$ cat src/rtl/operand_fetch_2r_if.sv
// Bundle for the operand-fetch stage: the request side, both bank read
// ports, the write-port snoop and the operand output.
interface operand_fetch_2r_if #(
  parameter int ADDR_WIDTH = 10,
  parameter int COL_WIDTH  = 8,
  parameter int NB_COL     = 4,
  parameter int TAG_WIDTH  = 6
);
  localparam int W = NB_COL * COL_WIDTH;

  // Request side
  logic                  req_valid;
  logic                  req_ready;
  logic [ADDR_WIDTH-1:0] req_address1;
  logic [ADDR_WIDTH-1:0] req_address2;
  logic [TAG_WIDTH-1:0]  req_tag;

  // Bank read ports
  logic                  read1_enable;
  logic [ADDR_WIDTH-1:0] read1_address;
  logic [W-1:0]          read1_data;
  logic                  read2_enable;
  logic [ADDR_WIDTH-1:0] read2_address;
  logic [W-1:0]          read2_data;

  // Snoop of the bank write port
  logic [NB_COL-1:0]     write_enable;
  logic [ADDR_WIDTH-1:0] write_address;
  logic [W-1:0]          write_data;

  // Operand output
  logic                  out_valid;
  logic                  out_ready;
  logic [W-1:0]          out_data1;
  logic [W-1:0]          out_data2;
  logic [TAG_WIDTH-1:0]  out_tag;

  // The fetch stage itself.
  modport slave (
    input  req_valid, req_address1, req_address2, req_tag,
    input  read1_data, read2_data,
    input  write_enable, write_address, write_data,
    input  out_ready,
    output req_ready,
    output read1_enable, read1_address, read2_enable, read2_address,
    output out_valid, out_data1, out_data2, out_tag
  );

  // Requester, bank and consumer seen together.
  modport master (
    output req_valid, req_address1, req_address2, req_tag,
    output read1_data, read2_data,
    output write_enable, write_address, write_data,
    output out_ready,
    input  req_ready,
    input  read1_enable, read1_address, read2_enable, read2_address,
    input  out_valid, out_data1, out_data2, out_tag
  );
endinterface

$ cat src/rtl/operand_fetch_2r.sv
// Read-issue and operand-hold stage in front of a write-first 2R1W bank.
// One entry deep: reads issue on accept, operands appear one cycle later,
// and while the consumer stalls the held operands absorb snooped writes so
// they always match the bank contents.
module operand_fetch_2r #(
  parameter int SIZE       = 1024,
  parameter int ADDR_WIDTH = $clog2(SIZE),
  parameter int COL_WIDTH  = 8,
  parameter int NB_COL     = 4,
  parameter int TAG_WIDTH  = 6
) (
  input logic              clock,
  input logic              resetn,
  operand_fetch_2r_if.slave bus
);
  localparam int W = NB_COL * COL_WIDTH;

  typedef enum logic [1:0] {
    EMPTY = 2'd0,  // nothing outstanding
    FRESH = 2'd1,  // operands arriving straight from the bank this cycle
    HELD  = 2'd2   // consumer stalled, operands live in hold registers
  } state_e;

  state_e                state_q, state_d;
  logic [ADDR_WIDTH-1:0] addr1_q, addr1_d;
  logic [ADDR_WIDTH-1:0] addr2_q, addr2_d;
  logic [TAG_WIDTH-1:0]  tag_q, tag_d;
  logic [W-1:0]          hold1_q, hold1_d;
  logic [W-1:0]          hold2_q, hold2_d;

  logic out_valid;
  logic req_ready;
  logic accept;

  // Overlay the snooped write onto a word, column by column, when the write
  // targets the address this operand was fetched from.
  function automatic logic [W-1:0] merge_write(
    input logic [W-1:0]          src,
    input logic [ADDR_WIDTH-1:0] addr,
    input logic [NB_COL-1:0]     wen,
    input logic [ADDR_WIDTH-1:0] waddr,
    input logic [W-1:0]          wdata
  );
    logic [W-1:0] res;
    res = src;
    if (waddr == addr) begin
      for (int c = 0; c < NB_COL; c++) begin
        if (wen[c]) res[c*COL_WIDTH +: COL_WIDTH] = wdata[c*COL_WIDTH +: COL_WIDTH];
      end
    end
    return res;
  endfunction

  // Handshake: the single slot frees up whenever the consumer takes it.
  always_comb begin
    out_valid = (state_q != EMPTY);
    req_ready = !out_valid || bus.out_ready;
    accept    = bus.req_valid && req_ready;
  end

  // Bank reads issue combinationally on accept and never while in reset.
  assign bus.req_ready     = req_ready;
  assign bus.read1_enable  = accept && resetn;
  assign bus.read2_enable  = accept && resetn;
  assign bus.read1_address = bus.req_address1;
  assign bus.read2_address = bus.req_address2;
  assign bus.out_valid     = out_valid;
  assign bus.out_tag       = tag_q;

  // Next-state, request capture and hold/merge logic.
  always_comb begin
    // NOTE: every signal assigned here gets a default first; a path that
    // leaves one unassigned would infer a latch.
    state_d = state_q;
    addr1_d = addr1_q;
    addr2_d = addr2_q;
    tag_d   = tag_q;
    hold1_d = hold1_q;
    hold2_d = hold2_q;

    if (accept) begin
      addr1_d = bus.req_address1;
      addr2_d = bus.req_address2;
      tag_d   = bus.req_tag;
    end

    unique case (state_q)
      EMPTY: begin
        if (accept) state_d = FRESH;
      end
      FRESH: begin
        if (bus.out_ready) begin
          state_d = accept ? FRESH : EMPTY;
        end else begin
          // Stall: bank data is only valid this cycle, so capture it now,
          // folding in any write landing in this same cycle.
          hold1_d = merge_write(bus.read1_data, addr1_q, bus.write_enable,
                                bus.write_address, bus.write_data);
          hold2_d = merge_write(bus.read2_data, addr2_q, bus.write_enable,
                                bus.write_address, bus.write_data);
          state_d = HELD;
        end
      end
      HELD: begin
        if (bus.out_ready) begin
          state_d = accept ? FRESH : EMPTY;
        end else begin
          hold1_d = merge_write(hold1_q, addr1_q, bus.write_enable,
                                bus.write_address, bus.write_data);
          hold2_d = merge_write(hold2_q, addr2_q, bus.write_enable,
                                bus.write_address, bus.write_data);
        end
      end
      default: state_d = EMPTY;
    endcase
  end

  // Operand mux: bank data in the cycle after issue, hold registers after.
  always_comb begin
    bus.out_data1 = '0;
    bus.out_data2 = '0;
    unique case (state_q)
      FRESH: begin
        bus.out_data1 = bus.read1_data;
        bus.out_data2 = bus.read2_data;
      end
      HELD: begin
        bus.out_data1 = hold1_q;
        bus.out_data2 = hold2_q;
      end
      default: ;
    endcase
  end

  // State and datapath registers.
  always_ff @(posedge clock or negedge resetn) begin
    // NOTE: the hold words are ordinary registers, not a memory array, so
    // they are cleared on reset along with the rest of the state.
    if (!resetn) begin
      state_q <= EMPTY;
      addr1_q <= '0;
      addr2_q <= '0;
      tag_q   <= '0;
      hold1_q <= '0;
      hold2_q <= '0;
    end else begin
      // NOTE: non-blocking updates so every flop samples pre-edge values.
      state_q <= state_d;
      addr1_q <= addr1_d;
      addr2_q <= addr2_d;
      tag_q   <= tag_d;
      hold1_q <= hold1_d;
      hold2_q <= hold2_d;
    end
  end
endmodule

$ cat src/flat_wrapper.sv
// flat-port wrapper written by rule: the top's interface ports become plain ports
module operand_fetch_2r_flat 
#(
  parameter int SIZE       = 1024,
  parameter int ADDR_WIDTH = $clog2(SIZE),
  parameter int COL_WIDTH  = 8,
  parameter int NB_COL     = 4,
  parameter int TAG_WIDTH  = 6
)
  (clock, resetn, bus_req_valid, bus_req_address1, bus_req_address2, bus_req_tag, bus_read1_data, bus_read2_data, bus_write_enable, bus_write_address, bus_write_data, bus_out_ready, bus_req_ready, bus_read1_enable, bus_read1_address, bus_read2_enable, bus_read2_address, bus_out_valid, bus_out_data1, bus_out_data2, bus_out_tag);
  operand_fetch_2r_if #(.ADDR_WIDTH(ADDR_WIDTH), .COL_WIDTH(COL_WIDTH), .NB_COL(NB_COL), .TAG_WIDTH(TAG_WIDTH)) bus_i ();
  input logic clock;
  input logic resetn;
  input wire logic [$bits(bus_i.req_valid)-1:0] bus_req_valid;
  input wire logic [$bits(bus_i.req_address1)-1:0] bus_req_address1;
  input wire logic [$bits(bus_i.req_address2)-1:0] bus_req_address2;
  input wire logic [$bits(bus_i.req_tag)-1:0] bus_req_tag;
  input wire logic [$bits(bus_i.read1_data)-1:0] bus_read1_data;
  input wire logic [$bits(bus_i.read2_data)-1:0] bus_read2_data;
  input wire logic [$bits(bus_i.write_enable)-1:0] bus_write_enable;
  input wire logic [$bits(bus_i.write_address)-1:0] bus_write_address;
  input wire logic [$bits(bus_i.write_data)-1:0] bus_write_data;
  input wire logic [$bits(bus_i.out_ready)-1:0] bus_out_ready;
  output wire logic [$bits(bus_i.req_ready)-1:0] bus_req_ready;
  output wire logic [$bits(bus_i.read1_enable)-1:0] bus_read1_enable;
  output wire logic [$bits(bus_i.read1_address)-1:0] bus_read1_address;
  output wire logic [$bits(bus_i.read2_enable)-1:0] bus_read2_enable;
  output wire logic [$bits(bus_i.read2_address)-1:0] bus_read2_address;
  output wire logic [$bits(bus_i.out_valid)-1:0] bus_out_valid;
  output wire logic [$bits(bus_i.out_data1)-1:0] bus_out_data1;
  output wire logic [$bits(bus_i.out_data2)-1:0] bus_out_data2;
  output wire logic [$bits(bus_i.out_tag)-1:0] bus_out_tag;
  assign bus_i.req_valid = bus_req_valid;
  assign bus_i.req_address1 = bus_req_address1;
  assign bus_i.req_address2 = bus_req_address2;
  assign bus_i.req_tag = bus_req_tag;
  assign bus_i.read1_data = bus_read1_data;
  assign bus_i.read2_data = bus_read2_data;
  assign bus_i.write_enable = bus_write_enable;
  assign bus_i.write_address = bus_write_address;
  assign bus_i.write_data = bus_write_data;
  assign bus_i.out_ready = bus_out_ready;
  assign bus_req_ready = bus_i.req_ready;
  assign bus_read1_enable = bus_i.read1_enable;
  assign bus_read1_address = bus_i.read1_address;
  assign bus_read2_enable = bus_i.read2_enable;
  assign bus_read2_address = bus_i.read2_address;
  assign bus_out_valid = bus_i.out_valid;
  assign bus_out_data1 = bus_i.out_data1;
  assign bus_out_data2 = bus_i.out_data2;
  assign bus_out_tag = bus_i.out_tag;
  operand_fetch_2r #(.SIZE(SIZE), .ADDR_WIDTH(ADDR_WIDTH), .COL_WIDTH(COL_WIDTH), .NB_COL(NB_COL), .TAG_WIDTH(TAG_WIDTH)) u_core (.clock(clock), .resetn(resetn), .bus(bus_i));
endmodule
$ cat config.mk
export PLATFORM = sky130hd
export DESIGN_NAME = operand_fetch_2r_flat
export DESIGN_NICKNAME = d
export VERILOG_FILES = /design/src/rtl/operand_fetch_2r_if.sv /design/src/rtl/operand_fetch_2r.sv /design/src/flat_wrapper.sv
export SDC_FILE = /design/constraint.sdc
export NUM_CORES = 1
export LEC_CHECK = 0
export ABC_CLOCK_PERIOD_IN_PS = 3300
export BUFFER_PORTS_ARGS = -buffer_cell sky130_fd_sc_hd__buf_2
export CAP_MARGIN = 30
export CORE_ASPECT_RATIO = 0.7
export CORE_MARGIN = 5
export CORE_UTILIZATION = 45
export DETAILED_ROUTE_END_ITERATION = 7
export PLACE_DENSITY = 0.75
export SLEW_MARGIN = 20
export SYNTH_ARGS = -nofsm -noshare
export SYNTH_HDL_FRONTEND = slang
export SYNTH_SLANG_ARGS = --single-unit
$ cat constraint.sdc
create_clock -name clock -period 3.3 [get_ports clock]
set_clock_uncertainty 0.1 [all_clocks]
set_input_delay 0.825 -clock clock [delete_from_list [all_inputs] [get_ports clock]]
set_output_delay 0.825 -clock clock [all_outputs]
set_load 0.01 [all_outputs]
# Yosys cells after proc, flatten, opt, wreduce, memory -nomap -nowiden
# Cells that the tools add are included.
[totals]
output_inout_bits = 94
ff_bits = 92
elab_cells = 71
inputBits = 140
[classes]
n_eq_ne = 14
muxes = 29
reduce_logical = 16
[op_table]
columns = ["op", "n"]
rows = [
  ["two-way mux 32 bit", 8],
  ["one-hot mux 32 bit (2 select lines)", 4],
  ["two-way mux 8 bit", 12],
  ["AND reduction 5 bit", 8],
  ["equality test 10 bit", 2],
  ["!= test 2 bit (second input constant)", 7],
  ["two-way mux 2 bit", 3],
  ["!= test 2 x 1 -> 1 bit (second input constant)", 3],
  ["one-hot mux 2 bit (3 select lines)", 1],
  ["nonzero test 2 bit", 2],
  ["equality test 2 x 1 -> 1 bit (second input constant)", 1],
  ["equality test 2 bit (second input constant)", 1],
  ["logical AND 1 bit", 2],
  ["logical NOT 2 bit", 1],
  ["AND reduction 2 bit", 1],
  ["logical NOT 1 bit", 1],
  ["logical OR 1 bit", 1],
  ["two-way mux 1 bit", 1],
]

# Longest topological paths before layout
[logic_depth]
ltp_word = 7
ltp_mapped = 9
mapped_depth_nobuf = 7

# Worst setup path before layout
# Ideal clock, no wire load.
[synth_path]
kind = "flip-flop to output port"
from = "reg u_core.state_q[0]"
to = "out bus_out_data2[29]"
path_stages_with_launch = 9
path_slack_ps = 409
t_arrival_ps = 1966
path_cell_list = "dfrtp_1 inv_1 ha_1 clkbuf_1 clkbuf_1 clkbuf_1 clkbuf_1 a22oi_1 nor2_1"
[synth_via]
elab_chain_cells = 2
elab_cells_between_ends = 3
classes_between = "2 x eq/ne; 1 x mux"
[synth_lines]
columns = ["item", "line_no", "rtl"]
rows = [
  ["start: declaration", "operand_fetch_2r.sv:24", "state_e state_q, state_d;"],
  ["start signal: assignment", "operand_fetch_2r.sv:148", "state_q <= state_d;"],
  ["equality test 2 bit / equality test 2 x 1 -> 1 bit (equally long branches)", "operand_fetch_2r.sv:122", "unique case (state_q)"],
  ["one-hot mux 32 bit (2 select lines) (*)", "operand_fetch_2r.sv:122", ""],
  ["end: declaration", "flat_wrapper.sv:31", "output wire logic [$bits(bus_i.out_data2)-1:0] bus_out_data2;"],
]
# Mark *: on every way between the ends. The rest lies on a longest branch, timed or not.

# Final worst setup path
[layout_path]
from = "reg u_core.state_q[1]"
to = "out bus_out_data2[2]"
# Same word-level chain as after synthesis.

==> results.py <==
metrics = {
    "worst_setup_path": {
        "crit_family": "buffers and inverters",
        "crit_chain": "inv_1 -> ha_2 -> buf_4 -> a22oi_1 -> nor2_1 -> buf_2",
        "timing.rr.end": "u_core.hold1_q[7]$_DFFE_PN0P_",
        "start_kind": "register",
        "crit_slowest_cell": "dfrtp_1",
        "worstReg2RegStart": "u_core.state_q[1]$_DFFE_PN0P_",
        "worstPathArrival_ns": 2.15,
        "reg2reg_depth": 7,
        "cp.required_ns": 2.37,
        "critPathMaxFanout": 31,
        "worst-r2r-setup-slack_ns": 0.52,
        "critPathKind": "reg2out",
        "cp.buffers_inverters": 3,
        "cp-end-kind": "primary output",
        "critPathMaxStageDelay_ns": 0.46,
    },
    "sta": {
        "worst_slack_ns": 0.227,
        "min_period_over_period_pct": 93.1,
        "finalSetupTns_ns": 0,
        "drv_slew": 0,
        "tightestPinTransition_ns": 0.635,
        "fmax_ghz": 0.325,
        "hold_viol": 0,
        "timing.final.crit_period_ns": 3.07,
        "setup-violations-final": 0,
        "relSlewSlack_pct": 57.3,
        "rsz0062_at_grt": "false",
    },
    "drt": {
        "vias": 5602,
        "drtIter0Drc": 366,
        "wire_per_inst_um": 18.9,
        "drc_errors": 0,
        "first_pass_iters": 5,
        "vias_per_cell": 5.63,
        "antenna_left": 0,
        "routed_wl_mm": 18.8,
    },
    "flow_run": {
        "maxCapViolCount": 0,
    },
    "placement": {
        "dp_hpwl_mm": 14.3,
        "gp_congestion": 0.850,
        "port_buffers": 233,
        "post-place-ws_ns": 0.183,
    },
    "floorplan": {
        "dieArea_mm2": 0.0154,
        "row_count": 34,
        "io_pins": 234,
        "die_x_um": 146,
        "initial_core_util_pct": 46.4,
        "coreArea_mm2": 0.0125,
        "die_h_um": 105,
    },
    "clock_network": {
        "numCtsBuffers": 9,
        "cts_hold_buf": 0,
        "htree_levels": 3,
        "cts_root_buf": "clkbuf_16",
        "clk_pin_slew_ns": 0.07,
        "ctsLongestPathBuffers": 2,
        "cts_sinks": 92,
        "clock_latency_ns": 0.34,
        "cts_tree": "yes",
    },
    "synthesis": {
        "seq_area_frac_synth_pct": 39.5,
        "synth_nets": 769,
        "syn_area_mm2": 0.00583,
        "async_flop_share_pct": 100,
        "syn_area_per_cell_um2": 9.32,
        "synth-seq-cells": 92,
        "synth_cells": 625,
        "synth.distinct_cells": 39,
        "ys.flop_type": "dfrtp_1",
        "synth_edf_count": 0,
        "yosysWarnings": 0,
    },
    "global_routing": {
        "overflow": 0,
        "grt_pass1_wl_mm": 28.9,
        "first_global_vias": 5346,
        "antenna_found_initial": 0,
        "grt_usage_pct": 23.3,
        "grt_max_degree": 53,
    },
    "run_status": {
        "status": "finished, final reports clean",
    },
    "min_path": {
        "hold_start": "u_core.hold1_q[19]$_DFFE_PN0P_",
        "hold_end": "u_core.hold1_q[19]$_DFFE_PN0P_",
        "min_path_cells": 1,
        "min_path_type": "reg2reg",
    },
    "power_and_ir_drop": {
        "switching_share_pct": 43.3,
        "p_switching_uw": 3170,
        "power_density_mw_per_mm2": 986,
        "seqPwrFrac_pct": 27.1,
        "ir_drop_uv": 516,
        "pwr-share-comb_pct": 58.4,
        "p_clk_share_pct": 14.6,
        "internal_power_uw": 4150,
        "leakagePower_uw": 0.00346,
    },
    "cells_and_area": {
        "drive_gt1_share_pct": 42.3,
        "num_antenna_cells": 0,
        "final_util_pct": 59.1,
        "syn_to_final_growth_pct": 27.4,
        "finalNetCount": 972,
    },
}
## worst max path at each step
stage,from,endpoint,slack (ns),depth (start not counted)
floorplan,u_core.state_q[0]$_DFFE_PN0P_,bus_out_data2[29],0.41,8
global placement,bus_out_ready,u_core.hold2_q[13]$_DFFE_PN0P_,0.28,5
detailed placement,bus_out_ready,u_core.hold2_q[18]$_DFFE_PN0P_,0.18,5
CTS,u_core.state_q[0]$_DFFE_PN0P_,bus_out_data1[16],0.17,6
global route,u_core.state_q[0]$_DFFE_PN0P_,bus_out_data1[15],0.1,6
finish,u_core.state_q[1]$_DFFE_PN0P_,bus_out_data2[2],0.23,6
## power groups by stage
stage | clock, uW | sequential [uW] | combinational, uW
after global placement | 0 | 1980 | 4110
final | 1060 | 1980 | 4270
after detailed placement | 0 | 1980 | 4200
after floorplan | 0 | 1920 | 2930
after CTS | 1090 | 1970 | 4200
after global routing | 1140 | 2040 | 4690
## layout make-up
class                   instances  area (um2)
clock buffers                  10         239
repair buffers                258        1410
inverters                       9        33.8
multi-input cells             458        3160
fillers                      1130        5130
clock inverters                 6        71.3
well taps                     162         203
flip-flops and latches         92        2300
## Yosys cell counts, types with 4 or more instances
library cell | n | area share, %
or3_1 | 15 | 1.6
nand2_1 | 107 | 6.9
nor4b_1 | 24 | 3.6
nand4_1 | 4 | 0.43
inv_1 | 9 | 0.58
a211o_1 | 24 | 3.6
buf_1 | 11 | 0.71
mux2_2 | 26 | 5.0
o21ai_0 | 4 | 0.34
nor3_1 | 8 | 0.69
nor2_1 | 71 | 4.6
buf_4 | 21 | 2.7
xnor2_1 | 9 | 1.4
a22oi_1 | 40 | 5.2
o221a_2 | 39 | 7.5
xor2_1 | 10 | 1.5
clkbuf_1 | 31 | 2.0
ha_1 | 4 | 0.86
dfrtp_1 | 92 | 40
nor4_4 | 4 | 1.5
a21oi_1 | 26 | 2.2
mux2i_1 | 24 | 4.1
## per-stage QoR
stage,hold WS [ns],std cells,area (um2),power (uW)
2_1_floorplan,0.359,625,5830,4850
3_3_place_gp,0.369,977,7070,6080
3_5_place_dp,0.376,977,7070,6180
4_1_cts,0.391,993,7380,7260
5_1_grt,0.405,995,7420,7860
6_report,0.388,995,7420,7310
## cell usage in the layout, fill, tap and decap left out, drive strengths merged, types with 2 or more instances in the layout
cell / instances
buf: 258
nand2: 107
dfrtp: 92
nor2: 71
a22oi: 40
o221a: 39
a21oi: 27
mux2: 26
mux2i: 24
nor4b: 24
a211o: 24
or3: 15
inv: 11
xor2: 10
xnor2: 10
clkbuf: 10
nor3: 9
o21ai: 7
nor4: 6
nand4: 6
ha: 4
nand2b: 2
clkinv: 2
## metal layers
layer  GRT usage, %  up-vias  part of all wire [%]
met5              0        -                     0
met4           5.17        0                   1.2
met3           6.27       18                   9.5
met2           32.8      277                    42
met1           35.7     2632                    47
li1               -     2675                     -
## repair_timing
action                     in CTS  in global routing
gates resized for setup         0                  0
buffers inserted                0                  1
setup endpoints to repair       0                  3
## flip-flops by register name, summed over array words and instances, names as in the netlist
name / cells
u_core.state_q: 2
u_core.addr1_q: 10
u_core.hold1_q: 32
u_core.hold2_q: 32
u_core.addr2_q: 10
u_core.bus.out_tag: 6
## worst register-to-register path, stage by stage (launching register included)
cell	delay, ns
dfrtp_1	0.46
inv_1	0.11
ha_2	0.40
buf_4	0.39
nand2b_1	0.21
nand2b_1	0.41
or3_1	0.46
o221a_2	0.14
## cell families (layout without fill, tap and decap cells)
logic type	Yosys count	count (layout)	synth area share, %
and+or+nand+nor	244	244	21.1
AOI/OAI and AO/OA	140	140	19.7
DFF	92	92	39.5
buffers and inverters	75	283	6.57
muxes	50	50	9.15
xor gates and xnor gates	20	20	3.14
adders and majority gates	4	4	0.859
No activity file was read; power rests on OpenSTA's default activity.
